--- config.mk ---
export PLATFORM = sky130hd
export DESIGN_NAME = dmem_arbiter
export DESIGN_NICKNAME = d
export VERILOG_FILES = /design/src/rtl/dmem_arbiter.sv
export SDC_FILE = /design/constraint.sdc
export NUM_CORES = 1
export LEC_CHECK = 0
export ABC_AREA = 1
export BUFFER_PORTS_ARGS = -buffer_cell sky130_fd_sc_hd__buf_2
export CORE_AREA = 2 2 134 136
export CTS_BUF_LIST = sky130_fd_sc_hd__clkbuf_4
export CTS_CLUSTER_SIZE = 8
export DETAILED_ROUTE_END_ITERATION = 10
export DIE_AREA = 0 0 136 138
export HOLD_SLACK_MARGIN = 0.03
export PLACE_DENSITY = 0.63
export SLEW_MARGIN = 20
export SYNTH_ARGS = -nofsm -noshare
export SYNTH_HDL_FRONTEND = slang
export SYNTH_SLANG_ARGS = --single-unit
--- constraint.sdc ---
create_clock -name clk -period 2 [get_ports clk]
set_input_delay 0.5 -clock clk [delete_from_list [all_inputs] [get_ports clk]]
set_output_delay 0.5 -clock clk [all_outputs]
set_load 0.01 [all_outputs]
--- src/rtl/dmem_arbiter.sv ---
// Two-port data-memory arbiter (CPU port 0, DMA/debug port 1) with bounded locked bursts.
// Latency: grant and memory drive are combinational; read data returns registered one cycle after a read grant.
// Backpressure: a losing requester simply sees gnt low and must hold its request; build with DMEM_ARB_STATS_EN for grant counters.
module dmem_arbiter #(
    parameter int AW       = 32,
    parameter int DW       = 32,
    parameter int MAX_LOCK = 8
) (
    input  logic          clk,
    input  logic          reset,
    input  logic          req0,
    input  logic          req1,
    input  logic          lock0,
    input  logic          lock1,
    input  logic [AW-1:0] addr0,
    input  logic [AW-1:0] addr1,
    input  logic [DW-1:0] wdata0,
    input  logic [DW-1:0] wdata1,
    input  logic [3:0]    we0,
    input  logic [3:0]    we1,
    output logic          gnt0,
    output logic          gnt1,
    output logic          rvalid0,
    output logic          rvalid1,
    output logic [DW-1:0] rdata0,
    output logic [DW-1:0] rdata1,
    output logic [AW-1:0] mem_addr,
    output logic [DW-1:0] mem_wdata,
    output logic [3:0]    mem_we,
    input  logic [DW-1:0] mem_rdata,
    output logic [15:0]   stat_gnt0,
    output logic [15:0]   stat_gnt1
);

    typedef enum logic [1:0] {
        IDLE = 2'd0,
        OWN0 = 2'd1,
        OWN1 = 2'd2
    } own_t;

    localparam logic [8:0] MAX_LOCK_W = 9'(MAX_LOCK);

    own_t       own_q, own_d;
    logic       prio_q, prio_d;
    logic [7:0] lock_cnt_q, lock_cnt_d;
    logic [8:0] run_nxt;
    logic       gnt_lock;

    // Unsupported write codes (6, 9..15) degrade to a plain read.
    function automatic logic [3:0] eff_we(input logic [3:0] we);
        case (we)
            4'd1, 4'd2, 4'd3, 4'd4, 4'd5, 4'd7, 4'd8: eff_we = we;
            default:                                   eff_we = 4'd0;
        endcase
    endfunction

    // Grant selection: a requesting owner keeps the bus, otherwise single requester or round-robin tie-break.
    always_comb begin
        gnt0 = 1'b0;
        gnt1 = 1'b0;
        if (own_q == OWN0 && req0) begin
            gnt0 = 1'b1;
        end else if (own_q == OWN1 && req1) begin
            gnt1 = 1'b1;
        end else if (req0 && req1) begin
            if (prio_q) gnt1 = 1'b1;
            else        gnt0 = 1'b1;
        end else if (req0) begin
            gnt0 = 1'b1;
        end else if (req1) begin
            gnt1 = 1'b1;
        end
    end

    // Memory drive: winner's request goes out; idle bus parks on port 0 with writes disabled.
    always_comb begin
        mem_addr  = addr0;
        mem_wdata = wdata0;
        mem_we    = 4'd0;
        if (gnt1) begin
            mem_addr  = addr1;
            mem_wdata = wdata1;
            mem_we    = eff_we(we1);
        end else if (gnt0) begin
            mem_we    = eff_we(we0);
        end
    end

    // Ownership next-state: extend a locked burst until MAX_LOCK consecutive grants, then hand priority over.
    always_comb begin
        own_d      = IDLE;
        lock_cnt_d = 8'd0;
        prio_d     = prio_q;
        run_nxt    = 9'd1;
        gnt_lock   = gnt0 ? lock0 : lock1;
        if (gnt0 || gnt1) begin
            // The run only continues when the same port that owned the bus wins again.
            if ((gnt0 && own_q == OWN0) || (gnt1 && own_q == OWN1)) begin
                run_nxt = {1'b0, lock_cnt_q} + 9'd1;
            end
            if (gnt_lock && run_nxt < MAX_LOCK_W) begin
                own_d      = gnt0 ? OWN0 : OWN1;
                lock_cnt_d = run_nxt[7:0];
            end else begin
                prio_d = gnt0;
            end
        end
    end

    // Arbitration state register.
    always_ff @(posedge clk) begin
        if (reset) begin
            own_q      <= IDLE;
            prio_q     <= 1'b0;
            lock_cnt_q <= 8'd0;
        end else begin
            own_q      <= own_d;
            prio_q     <= prio_d;
            lock_cnt_q <= lock_cnt_d;
        end
    end

    // Read return: capture memory data for a granted read and pulse that port's rvalid.
    always_ff @(posedge clk) begin
        if (reset) begin
            rvalid0 <= 1'b0;
            rvalid1 <= 1'b0;
            rdata0  <= '0;
            rdata1  <= '0;
        end else begin
            rvalid0 <= gnt0 && (mem_we == 4'd0);
            rvalid1 <= gnt1 && (mem_we == 4'd0);
            if (gnt0 && mem_we == 4'd0) rdata0 <= mem_rdata;
            if (gnt1 && mem_we == 4'd0) rdata1 <= mem_rdata;
        end
    end

`ifdef DMEM_ARB_STATS_EN
    // Saturating per-port grant counters.
    always_ff @(posedge clk) begin
        if (reset) begin
            stat_gnt0 <= 16'h0000;
            stat_gnt1 <= 16'h0000;
        end else begin
            if (gnt0 && stat_gnt0 != 16'hFFFF) stat_gnt0 <= stat_gnt0 + 16'd1;
            if (gnt1 && stat_gnt1 != 16'hFFFF) stat_gnt1 <= stat_gnt1 + 16'd1;
        end
    end
`else
    assign stat_gnt0 = 16'h0000;
    assign stat_gnt1 = 16'h0000;
`endif

endmodule

======== Word-level counts from Yosys, hierarchy flattened ========
Cells that the tools add are included.
word-level totals
  bits in read-only memories .............. 0
  logic and storage cells ................. 63
  output and inout port bits .............. 168
  flip-flop bits (word level) ............. 77
  memories kept ........................... 0
  latch bits .............................. 0
  memory bits (writable) .................. 0
operators by class
  $lt $le $gt $ge ......................... 1
  muxes and demuxes ....................... 21
  bitwise gates (word level) .............. 2
  div/mod/pow operators ................... 0
  equal/unequal tests ..................... 16
  multiply operators ...................... 0
  reduce and logical (&&, ||, !) cells .... 15
  add/sub/neg operators ................... 1
  shift-type cells ........................ 0
operator list
  kind                   number
  $mux W32               2
  $eq A4 B3 Y1 const B   6
  $mux W9                2
  $eq A4 B2 Y1 const B   4
  $mux W4                4
  $reduce_or A7 Y1       2
  $mux W1                12
  $add A8 B1 Y9 const B  1
  $lt A9 B4 Y1 const B   1
  $eq A4 B1 Y1 const B   2
  $eq A4 B4 Y1 const B   2
  $logic_and A1 B1 Y1    8
  $logic_not A4 Y1       1
  $reduce_or A3 Y1       1
  $eq A2 B1 Y1 const B   1
  $eq A2 B2 Y1 const B   1
  $logic_or A1 B1 Y1     2
  $mux W2                1
  $not A1 Y1             2
  $reduce_and A2 Y1      1

======== Longest topological paths before layout ========
  depth after elaboration ................. 13
  mapped depth ............................ 14

======== Least setup slack after synthesis ========
OpenSTA, ideal clock, no wires.
  kind .................................... input -> output
  from .................................... input req0
  to ...................................... output mem_addr[10]
  arrival ................................. 1.587 ns
  slack ................................... -0.087 ns
  stages on the path ...................... 9
  data required time ...................... 1.500 ns
  path buffers ............................ 2
  cell sequence ........................... inv_1 -> nor2_1 -> nand2_2 -> inv_2 -> nor2_2 -> clkbuf_1 -> buf_1 -> nand2_1 -> nand2_1
on the way
  cells in the longest elaborated chain, start to end .. 5
  elaborated cells on any way between the ends .. 7
RTL lines
  what                                            line    source
  start: declaration                              11      input logic req0,
  $mux W1 or $logic_and A1 B1 Y1 (tied branches)  68, 65
  $mux W1                                         65      end else if (req0 && req1) begin
  $mux W1                                         63      end else if (own_q == OWN1 && req1) begin
  $mux W1 (*)                                     61      if (own_q == OWN0 && req0) begin
  $mux W32 (*)                                    80      if (gnt1) begin
  end: declaration                                27      output logic [AW-1:0] mem_addr,
Mark *: on every way between the ends. The rest lies on a longest branch, timed or not.

======== Final worst setup path ========
  from .................................... register own_q[0]
  to ...................................... output mem_addr[27]
on the way
  cells in the longest elaborated chain, start to end .. 5
  elaborated cells on any way between the ends .. 7
RTL lines
  what                      line  source
  start: declaration        43    own_t own_q, own_d;
  start signal: assignment  117   own_q <= own_d;
  $eq A2 B2 Y1              63
  $logic_and A1 B1 Y1       63
  $mux W1                   63
  $mux W1 (*)               61
  $mux W32 (*)              80
Marks and branches as above.

==> results_dict.tcl <==
set metrics [dict create \
    hold_violations 0 \
    htree_levels 3 \
    placed_area_um2 6230 \
    critical_path_class "register to output pin" \
    synth_top_family_by_area "simple AND/OR/NAND/NOR gates" \
    final_cell_mix "buf_2 (280), nand2_1 (227), nor2_1 (103)" \
    critPathRequiredTime_ps 1500 \
    yosys_register_bits 77 \
    worstHoldStart "mem_rdata[2]" \
    grt_pass1_wl_um 27500 \
    fin_skew_ps 17.4 \
    hp-class "input port to register" \
    r2r_cells 17 \
    regToRegStartpoint "own_q[1]$_SDFF_PP0_" \
    holdPathEnd "rdata0[2]$_SDFFE_PP0P_" \
    p_sw_mw 2.53 \
    use_met2 0.316 \
    use_met1 0.218 \
    grt.busiest_layer "met2" \
    path_clk_slew_ps 130 \
    dp_hpwl_um 13700 \
    drt-total-wl_um 22500 \
    synth_area_leader_cell "dfxtp_1" \
    cts_tree "done" \
    vias 5899 \
    layout-drive-gt1-share 0.516 \
    cp_slowest_cell "dfxtp_2" \
    nets 1318 \
    io_pins 342 \
    clock_latency_ps 450 \
    cap_violations 0 \
    pre_cts_ws_ps -232 \
    postSynthAreaPerCell_um2 5.70 \
    irDropWorstVdd_uv 513 \
    area_growth_pct 86.8 \
    nFillCells 1732 \
    synth-adder-area-share 0.00281 \
    grt_max_degree 66 \
    swShare 0.404 \
    drt_iter0_drc 248 \
    clkSinkCount 77 \
    synth_xor_area_frac 0.00197 \
    yosysWarnings 0 \
    wl_per_cell_um 16.3 \
    critPathLaunchType "register" \
    grt_use_met3 0.0781 \
    arrival_ps 1800 \
    violations "negative setup slack" \
    first_pass_iters 4 \
    fin_crit_ps 2300 \
    cp_num_buf_inv 4 \
    cellPowerDensity_nw_per_um2 754 \
    p_int_mw 3.73 \
    gp_congestion 0.856 \
    yosysSeqAreaShare 0.346 \
    synth_simple_gate_area_frac 0.462 \
    cts_root_buf "clkbuf_4" \
    path_cells "inv_2, nand2_4, nand2_4, buf_6, nand3_4, bufbuf_16, nand2_1, nand2_1, buf_2" \
    end_kind "output pin" \
    grt_antenna_before_repair 3 \
    die_area_um2 18800 \
    r2r_end "rdata0[27]$_SDFFE_PP0P_" \
    fp-row-count 49 \
    fmax_mhz 434 \
    synth_mux_area_frac 0 \
    overflow 0 \
    final_common_cell "buf_2" \
    critPathMaxFanout 5 \
    grt_pass1_vias 5127 \
    die_width_um 136 \
    max_stage_delay_ps 360 \
    grt_setup_unrepaired "true" \
    p_leak_nw 4.73 \
    synth_top_area_frac 0.346 \
    die_h_um 138 \
    core-area_um2 17500 \
    fin_area_um2 8310 \
    synth_area_leaders "dfxtp_1 (35%), nand2_1 (30%), nor2_1 (13%)" \
    r2r_slack_ps -150 \
    ant_nets 0 \
    clkPwrFrac 0.157 \
    drc_errors 0 \
    power_frac_seq 0.300 \
    cts_buffer_depth 2 \
    syn_area_um2 4450 \
    final_max_slew_viol_count 0 \
    critPathTopFamily "buffers and inverters" \
    grt_usage 0.191 \
    outcome "complete, but fails checks" \
    hold_depth 3 \
    period_share 1.15 \
    initial_utilization 0.254 \
    yosysUniqueCellTypes 25 \
    synth_compound_gate_area_share 0.0146 \
    combPwrFrac 0.543 \
    avgViaCountPerCell 4.28 \
    worst_slack_ps -302 \
    cts_buffers 9 \
    tns_ps -23270 \
    port-buffer-count 309 \
    setup_viol 133 \
    synthCells 780 \
]
[sequential cells by signal, indices dropped and copies added, names as in the netlist]
signal	cells
own_q	2
rdata0	32
rdata1	32
rvalid1	1
rvalid0	1
lock_cnt_q	8
prio_q	1
[how the worst max path moves through the flow]
stage	slack (ps)	cells after the start	from	to
global route	-430	10	own_q[0]$_SDFF_PP0_	mem_addr[5]
finish	-300	9	own_q[0]$_SDFF_PP0_	mem_addr[27]
CTS	-320	10	own_q[0]$_SDFF_PP0_	mem_wdata[31]
floorplan	-50	8	req0	mem_addr[0]
global placement	-210	9	req0	mem_wdata[13]
detailed placement	-230	9	req0	mem_wdata[13]
[cell usage after synthesis]
cell type    n
nand3_1     12
o21ai_0      2
o21ai_1      1
nor2_1     153
buf_1        4
a21oi_1      4
buf_4       34
nand3_2      2
dfxtp_1     77
xnor2_1      1
nand2_2      1
buf_6        4
ha_1         1
buf_2        8
nand4_1      4
inv_2        4
conb_1       1
nor3_1       1
nand2_1    354
clkbuf_1    17
o211ai_1     4
nand3b_1     1
inv_1       87
nor2_2       2
nand3_4      1
[logic make-up after synthesis]
| group | count (synthesis) |
|---|---|
| AND/OR/NAND/NOR | 531 |
| buffers and inverters | 158 |
| flip-flops | 77 |
| AO/OA/AOI/OAI | 11 |
| XOR/XNOR | 1 |
| adder cells (fa/ha/maj) | 1 |
| other | 1 |
[timing repair]
item,in CTS,in global routing
cloned,9,18
pin swaps,15,40
hold buffers,0,0
buffers inserted,20,11
resized for setup,97,245
endpoints found under the setup margin,70,136
[worst min-delay path, stage by stage]
cell and delay (ps):
buf_2 90, nor2_1 40, nor2_1 60
[power groups by stage]
stage	clock [mW]	combinational [mW]	sequential, mW
after floorplan	0	1.10	2.00
after global placement	0	2.03	1.90
after detailed placement	0	2.04	1.91
after CTS	1.04	2.46	1.88
after global routing	1.10	3.67	1.91
final	0.984	3.40	1.88
[per-stage QoR]
| stage | power (mW) | std cells | hold WS [ps] | util |
|---|---|---|---|---|
| after floorplan | 3.10 | 816 | 433 | - |
| after global placement | 3.92 | 1309 | 458 | 0.355 |
| after detailed placement | 3.94 | 1309 | 461 | 0.355 |
| after CTS | 5.38 | 1351 | 228 | 0.404 |
| after global routing | 6.69 | 1377 | 227 | 0.474 |
| final | 6.26 | 1378 | 269 | 0.474 |
[layout make-up]
type	count	area, um2	area share
Tap cell	229	287	0.0345
Clock inverter	7	70.1	0.00843
Clock buffer	9	67.6	0.00813
Sequential cell	77	1550	0.186
Timing Repair Buffer	382	2940	0.354
Multi-Input combinational cell	582	3060	0.368
Antenna cell	1	2.50	0.000301
Inverter	91	342	0.0411
[layer usage]
layer	vias to the layer above	part of all wire
li1	2947	-
met1	2603	0.37
met2	291	0.49
met3	52	0.10
met4	6	0.030
met5	-	0.0018
Power figures use the tool's default switching activity.
